$ cat src/rtl/go_dispatch.sv
// Launch controller: optional linear memory preload, then kicks method req/busy channels.
// Latency: start -> first m_req 1 cycle (no fill) or DEPTH+1 cycles (fill); done 1 cycle after last busy drop.
// Backpressure: none upstream; start is ignored while a run is in progress, methods gate progress via m_busy.
module go_dispatch #(
   parameter int     N_CH      = 3,
   parameter int     ADDR_W    = 32,
   parameter int     DATA_W    = 32,
   parameter longint DEPTH     = 16,
   parameter longint FILL_BASE = 1,
   parameter int     CNT_W     = 32
) (
   input  logic              clk,
   input  logic              reset,
   input  logic              start,
   input  logic              fill_en,
   input  logic              mode,
   input  logic [N_CH-1:0]   en_mask,
   output logic [N_CH-1:0]   m_req,
   input  logic [N_CH-1:0]   m_busy,
   output logic [ADDR_W-1:0] mem_address,
   output logic              mem_we,
   output logic              mem_oe,
   output logic [DATA_W-1:0] mem_din,
   output logic              busy,
   output logic              done,
   output logic [CNT_W-1:0]  cycles
);

   typedef enum logic [2:0] {IDLE, FILL, LAUNCH, WAIT, DONE} state_t;

   localparam logic [ADDR_W-1:0] LAST_ADDR = ADDR_W'(DEPTH - 1);

   state_t          state;
   logic            mode_q;
   logic [N_CH-1:0] pending;
   logic [N_CH-1:0] cur;
   logic [1:0]      settle;
   logic [N_CH-1:0] rest;
   logic            par_clear;
   logic            seq_clear;

   // Channels kicked on entry to LAUNCH: whole pending set, or only its lowest bit when sequential.
   function automatic logic [N_CH-1:0] kick_of(input logic seq, input logic [N_CH-1:0] p);
      return seq ? (p & (~p + N_CH'(1))) : p;
   endfunction

   // Memory ports are never read-disabled; only the write enable toggles.
   assign mem_oe = 1'b1;

   // Completion conditions evaluated once the settling window has elapsed.
   assign rest      = pending & ~cur;
   assign par_clear = ((m_busy & pending) == '0);
   assign seq_clear = ((m_busy & cur) == '0);

   // Run FSM with all outputs registered; m_req is set on entry to LAUNCH so it is high only there.
   always_ff @(posedge clk) begin
      if (reset) begin
         state       <= IDLE;
         mode_q      <= 1'b0;
         pending     <= '0;
         cur         <= '0;
         settle      <= '0;
         m_req       <= '0;
         mem_we      <= 1'b0;
         mem_address <= '0;
         mem_din     <= '0;
         busy        <= 1'b0;
         done        <= 1'b0;
         cycles      <= '0;
      end else begin
         m_req <= '0;
         done  <= 1'b0;
         if (busy && !(&cycles))
            cycles <= cycles + CNT_W'(1);
         case (state)
            IDLE: begin
               if (start) begin
                  mode_q  <= mode;
                  pending <= en_mask;
                  cycles  <= '0;
                  busy    <= 1'b1;
                  settle  <= '0;
                  if (fill_en) begin
                     state       <= FILL;
                     mem_we      <= 1'b1;
                     mem_address <= '0;
                     mem_din     <= DATA_W'(FILL_BASE);
                  end else begin
                     state <= LAUNCH;
                     m_req <= kick_of(mode, en_mask);
                     cur   <= kick_of(1'b1, en_mask);
                  end
               end
            end
            FILL: begin
               if (mem_address == LAST_ADDR) begin
                  mem_we      <= 1'b0;
                  mem_address <= '0;
                  mem_din     <= '0;
                  state       <= LAUNCH;
                  m_req       <= kick_of(mode_q, pending);
                  cur         <= kick_of(1'b1, pending);
               end else begin
                  mem_address <= mem_address + ADDR_W'(1);
                  mem_din     <= mem_din + DATA_W'(1);
               end
            end
            LAUNCH: begin
               settle <= '0;
               if (pending == '0) begin
                  state <= DONE;
                  done  <= 1'b1;
                  busy  <= 1'b0;
               end else begin
                  state <= WAIT;
               end
            end
            WAIT: begin
               if (settle != 2'd2) begin
                  settle <= settle + 2'd1;
               end else if (!mode_q) begin
                  if (par_clear) begin
                     state <= DONE;
                     done  <= 1'b1;
                     busy  <= 1'b0;
                  end
               end else if (seq_clear) begin
                  pending <= rest;
                  if (rest != '0) begin
                     state <= LAUNCH;
                     m_req <= kick_of(1'b1, rest);
                     cur   <= kick_of(1'b1, rest);
                  end else begin
                     state <= DONE;
                     done  <= 1'b1;
                     busy  <= 1'b0;
                  end
               end
            end
            DONE: begin
               state <= IDLE;
            end
            default: begin
               state <= IDLE;
            end
         endcase
      end
   end

endmodule

$ cat config.mk
export PLATFORM = sky130hd
export DESIGN_NAME = go_dispatch
export DESIGN_NICKNAME = d
export VERILOG_FILES = /design/src/rtl/go_dispatch.sv
export SDC_FILE = /design/constraint.sdc
export NUM_CORES = 1
export LEC_CHECK = 0
export CELL_PAD_IN_SITES_DETAIL_PLACEMENT = 1
export CELL_PAD_IN_SITES_GLOBAL_PLACEMENT = 1
export CORE_UTILIZATION = 32
export CTS_CLUSTER_DIAMETER = 30
export DETAILED_ROUTE_END_ITERATION = 6
export HOLD_SLACK_MARGIN = 0.06
export PLACE_DENSITY = 0.76
export SLEW_MARGIN = 20
export SYNTH_ARGS = -nofsm -noshare
export SYNTH_HDL_FRONTEND = slang
export SYNTH_SLANG_ARGS = --single-unit
$ cat constraint.sdc
create_clock -name clk -period 3.7 [get_ports clk]
set_clock_uncertainty 0.2 [all_clocks]
set_input_delay 0.74 -clock clk [delete_from_list [all_inputs] [get_ports clk]]
set_output_delay 0.74 -clock clk [all_outputs]
set_load 0.05 [all_outputs]
After elaboration in Yosys (flattened, before gate mapping)
Index checks and enable logic that the tools add are counted.
W data, S select, Z words.
Word-level totals
  register bits: 114
  input port bits: 11
  output and inout bits: 103
  word-level logic and storage cells: 133
Cells by class
  $add $sub $neg: 7
  eq/ne operators: 18
  multiplexer cells: 66
  bitwise logic cells: 10
  reductions and logical operators: 20
Operators by type and width (number)
  $mux W32: 9
  $pmux W32 S2: 2
  $add A32 B1 Y32 const B: 3
  $mux W3: 28
  $eq A32 B4 Y1 const B: 1
  $reduce_and A32 Y1: 1
  $ne A2 B2 Y1 const B: 11
  $and A3 B3 Y3: 6
  $pmux W3 S3: 2
  $mux W1: 16
  $logic_not A3 Y1: 4
  $not A3 Y3: 4
  $pmux W3 S4: 1
  $reduce_and A5 Y1: 2
  $add A3 B1 Y3 const B: 3
  $ne A3 B3 Y1 const B: 3
  $reduce_bool A3 Y1: 3
  $reduce_and A8 Y1: 1
  $reduce_and A7 Y1: 1
  $eq A3 B2 Y1 const B: 2
  $mux W2: 3
  $pmux W2 S3: 1
  $pmux W3 S2: 1
  $reduce_and A3 Y1: 2
  9 further kinds: 11

Depth between registers and ports, before layout
  depth after elaboration: 10
  mapped depth: 9
  mapped depth without buffers: 7

Worst setup path after synthesis
No wires, ideal clock.
  path kind: reg2reg
  from: register cycles[0]
  to: register cycles[20]
  setup time: 70 ps
  arrival time: 2447 ps
  data required time: 3430 ps
  path slack: 982 ps
  cell stages (with the launch flop): 7
  path buffers: 1
  period minus slack after synthesis: 2718 ps
  cell sequence: dfxtp_1 -> ha_1 -> nand4_4 -> or4_4 -> buf_6 -> or4_1 -> a21oi_1
On the way
  longest elaborated chain between the ends: 6
  elaborated cells between the ends (all ways): 7
  classes of those cells: add/sub: 1; mux: 3; reduce/logical: 3
Ends and longest elaborated chain
  start: declaration: line 26  | output logic [CNT_W-1:0] cycles
  start signal: assignment: line 74  | cycles <= cycles + CNT_W'(1);
  branches (longest 3 deep; another with $add A32 B1 Y32)
  $mux W32 *: line 73  | if (busy && !(&cycles))
  $mux W32: line 77  | if (start) begin
  $mux W32 *: line 75  | case (state)
Every way passes the cells marked *.
A chain may end at the register's enable or synchronous reset.

Final worst setup path
  from: input start
  to: register mem_address[27]
On the way
  longest elaborated chain between the ends: 2
Ends and longest elaborated chain
  start: declaration: line 14  | input logic start,
  $ne A2 B2 Y1 (no source line)
  $reduce_and A3 Y1 (no source line)
  end signal: assignment: line 104  | mem_address <= mem_address + ADDR_W'(1);
  end: declaration: line 20  | output logic [ADDR_W-1:0] mem_address,
Every way passes these cells.

==> results.tsv <==
stage	metric	value	unit
routing	drcViolationCount	10	
grt	grt_pass1_vias	5794	
worst_setup_path	rr_startpoint	state[0]	
placed_design	port_buffers	112	
finish	nets	835	
worst_setup_path	cp.required	3810	ps
logic_synthesis	syn_area_per_cell	8.29	µm²
worst_setup_path	endpoint	mem_address[27]	
grt	track_usage	0.195	
finish	layout_commonest_cell	dfxtp_1	
floorplan	rows	49	
finish	final_cell_mix	114 x dfxtp_1, 112 x clkdlybuf4s50_1, 95 x nor2_1	
worst_setup_path	crit_start	start	
clock_tree	cts_tree	done	
logic_synthesis	synth_cell_type_count	64	
grt	antenna_found_initial	0	
floorplan	die_h	138	µm
logic_synthesis	synth-seq-cells	114	
sta	final-hold-violation-count	0	
sta	tns	0	ps
sta	rsz0062_at_grt	no	
finish	syn2layout_area_growth	33.6	%
routing	met1_length	8600	µm
clock_tree	cts.htree.levels	4	
pwr	p_total	3.77	mW
routing	dr_wl_met2	8290	µm
clock_tree	cts_setup_buffers	0	
logic_synthesis	synth-main-ff-cell	dfxtp_1	
floorplan	io_pins	114	
worst_setup_path	rr_worst_depth	5	
routing	vias_per_cell	5.49	
worst_setup_path	worstPathMaxFanout	12	
logic_synthesis	async_flop_share	0	
worst_setup_path	path_class	in2reg	
routing	vias	5830	
logic_synthesis	ys.warnings.count	0	
finish	stdcell_area	7930	µm²
placed_design	gp_congestion	0.840	
worst_setup_path	max_stage_delay	850	ps
routing	dr_wl_met3	839	µm
grt	grt_pass1_wl	30100	µm
worst_setup_path	crit_family	simple AND/OR/NAND/NOR gates	
clock_tree	clkTransAtPathRegs	60	ps
clock_tree	cts_sinks	114	
routing	top_layer	met4	
grt	grt_start_max_net_pins	60	
worst_setup_path	path_buf_inv	1	
sta	slew_violations	0	
sta	timing.final.crit_share	0.790	
status	violations	design-rule violations	
finish	drive_gt1_frac	0.0900	
status	status	finished, violations left	
sta	maxSlewHeadroom	0.490	
floorplan	initial_core_util	0.328	
logic_synthesis	syn-num-nets	731	
routing	wl	18100	µm
worst_setup_path	critPathArrivalTime	3030	ps
sta	worst-slew-pin-transition	759	ps
worst_setup_path	end_kind	flip-flop	
worst_setup_path	crit_slowest_cell	or4_1	
pwr	power.density	475	nW/µm²
sta	finalSetupViolCount	0	
worst_setup_path	rr_endpoint	mem_address[27]	
clock_tree	cts_root_buf	clkbuf_16	
worst_setup_path	rrSetupSlack	1010	ps
routing	antenna_left	0	
floorplan	dieArea	19100	µm²
floorplan	core-area	18100	µm²
clock_tree	cts_hold_buf	0	
sta	max_freq	342	MHz
sta	period_needed	2920	ps
worst_hold_path	min_path_type	reg2reg	
clock_tree	clock_path_buffers	2	
worst_setup_path	cp_num_cells	6	
clock_tree	cts_resized	0	
floorplan	die_w	138	µm
logic_synthesis	synth_area	5940	µm²
clock_tree	numCtsBuffers	17	
finish	multi_input_area	3390	µm²
clock_tree	clock_latency	420	ps
sta	holdWs	300	ps
finish	num-fill-cells	2100	
grt	grt_overflow	0	
routing	first_pass_iters	7	
pwr	p_leak	2.42	nW
logic_synthesis	postSynthCellCount	716	
worst_setup_path	start_kind	input pin	
flow_run	cap_violations	0	
routing	drt_iter0_markers	277	
routing	routedWlPerCell	17.1	µm
pwr	ir_worst_vdd	0.000297	V
logic_synthesis	seq_area_frac_synth	0.384	
worst_setup_path	path_cells	clkdlybuf4s50_1 -> a21oi_1 -> or4_1 -> nor4_1 -> xnor2_1 -> nor2_1	
logic_synthesis	synth-edff-count	0	
finish	final-seq-area	2280	µm²
placed_design	hpwl	12600	µm
finish	antennaDiodeCount	0	
placed_design	place_area	7270	µm²
[routing by layer]
layer	vias to the layer above	GRT usage
met2	125	0.309
met4	0	0.0857
met3	27	0.0457
met5	-	0
met1	2856	0.253
li1	2822	-
[sequential cells by signal, indices dropped and copies added (netlist names)]
| name | flops |
|---|---|
| mem_address | 32 |
| settle | 2 |
| state | 3 |
| m_req | 3 |
| cycles | 32 |
| mem_din | 32 |
| busy | 1 |
| mode_q | 1 |
| mem_we | 1 |
| pending | 3 |
| cur | 3 |
| done | 1 |
[worst min-delay path by stage]
| stage | from | to | slack, ps | cells after the start |
|---|---|---|---|---|
| detailed placement | mem_din[31] | mem_din[31] | 300 | 2 |
| CTS | mem_din[31] | mem_din[31] | 310 | 2 |
| finish | mem_din[31] | mem_din[31] | 300 | 2 |
| global placement | mem_din[31] | mem_din[31] | 270 | 2 |
| floorplan | cur[0] | cur[0] | 270 | 2 |
| global route | cycles[29] | cycles[29] | 340 | 2 |
[through the flow]
step | utilization | setup WS, ps | std cells
after floorplan | - | 982 | 716
after global placement | 0.402 | 406 | 1030
after detailed placement | 0.402 | 382 | 1030
after CTS | 0.439 | 805 | 1062
after global routing | 0.439 | 668 | 1062
final | 0.439 | 778 | 1062
[layout make-up]
type	instances	area share
Clock buffer	18	0.0554
Clock inverter	14	0.0286
Inverter	21	0.00994
Multi-Input combinational cell	542	0.428
Sequential cell	114	0.288
Tap cell	229	0.0361
Timing Repair Buffer	124	0.154
[worst reg2reg max path, stage by stage, from the launching register on]
cell	delay [ps]
dfxtp_1	660
a21oi_1	210
or4_1	850
nor4_1	430
xnor2_1	160
nor2_1	50
[cells in the mapped netlist (all sizes together), types with 4 or more instances]
| master | number | area share |
|---|---|---|
| a211oi | 5 | 0.0063 |
| a21oi | 34 | 0.029 |
| a22oi | 5 | 0.0063 |
| a311oi | 4 | 0.0059 |
| a31oi | 13 | 0.014 |
| and2 | 7 | 0.0076 |
| and3 | 8 | 0.0084 |
| and4 | 18 | 0.027 |
| buf | 22 | 0.021 |
| clkbuf | 17 | 0.011 |
| dfxtp | 114 | 0.38 |
| ha | 4 | 0.0084 |
| inv | 21 | 0.013 |
| nand2 | 41 | 0.026 |
| nand2b | 6 | 0.0063 |
| nand3 | 36 | 0.030 |
| nand4 | 32 | 0.036 |
| nor2 | 95 | 0.060 |
| nor2b | 5 | 0.0053 |
| nor3 | 34 | 0.034 |
| nor3b | 6 | 0.0084 |
| nor4 | 23 | 0.028 |
| o21a | 4 | 0.0051 |
| o21ai | 20 | 0.017 |
| o31ai | 16 | 0.020 |
| or2 | 7 | 0.0074 |
| or3 | 20 | 0.022 |
| or4 | 12 | 0.017 |
| xnor2 | 50 | 0.074 |
| xor2 | 7 | 0.010 |
[kinds of logic (layout without fill, tap and decap cells)]
group / after synthesis / count (layout) / share of synthesized area
other: 1 / 1 / 0.000632
multiplexers: 3 / 3 / 0.00506
adder cells (fa/ha/maj): 4 / 4 / 0.00843
XOR/XNOR: 57 / 57 / 0.0841
AND/OR/NAND/NOR: 362 / 362 / 0.342
AO/OA/AOI/OAI: 115 / 115 / 0.131
buffers and inverters: 60 / 177 / 0.0449
flip-flops: 114 / 114 / 0.384
[report_power, final]
group	internal [mW]	switching (mW)	leakage [nW]
logic	0.183	0.356	1.18
registers	1.27	0.0871	0.921
clock network	1.22	0.649	0.318
Power figures use the tool's default switching activity.
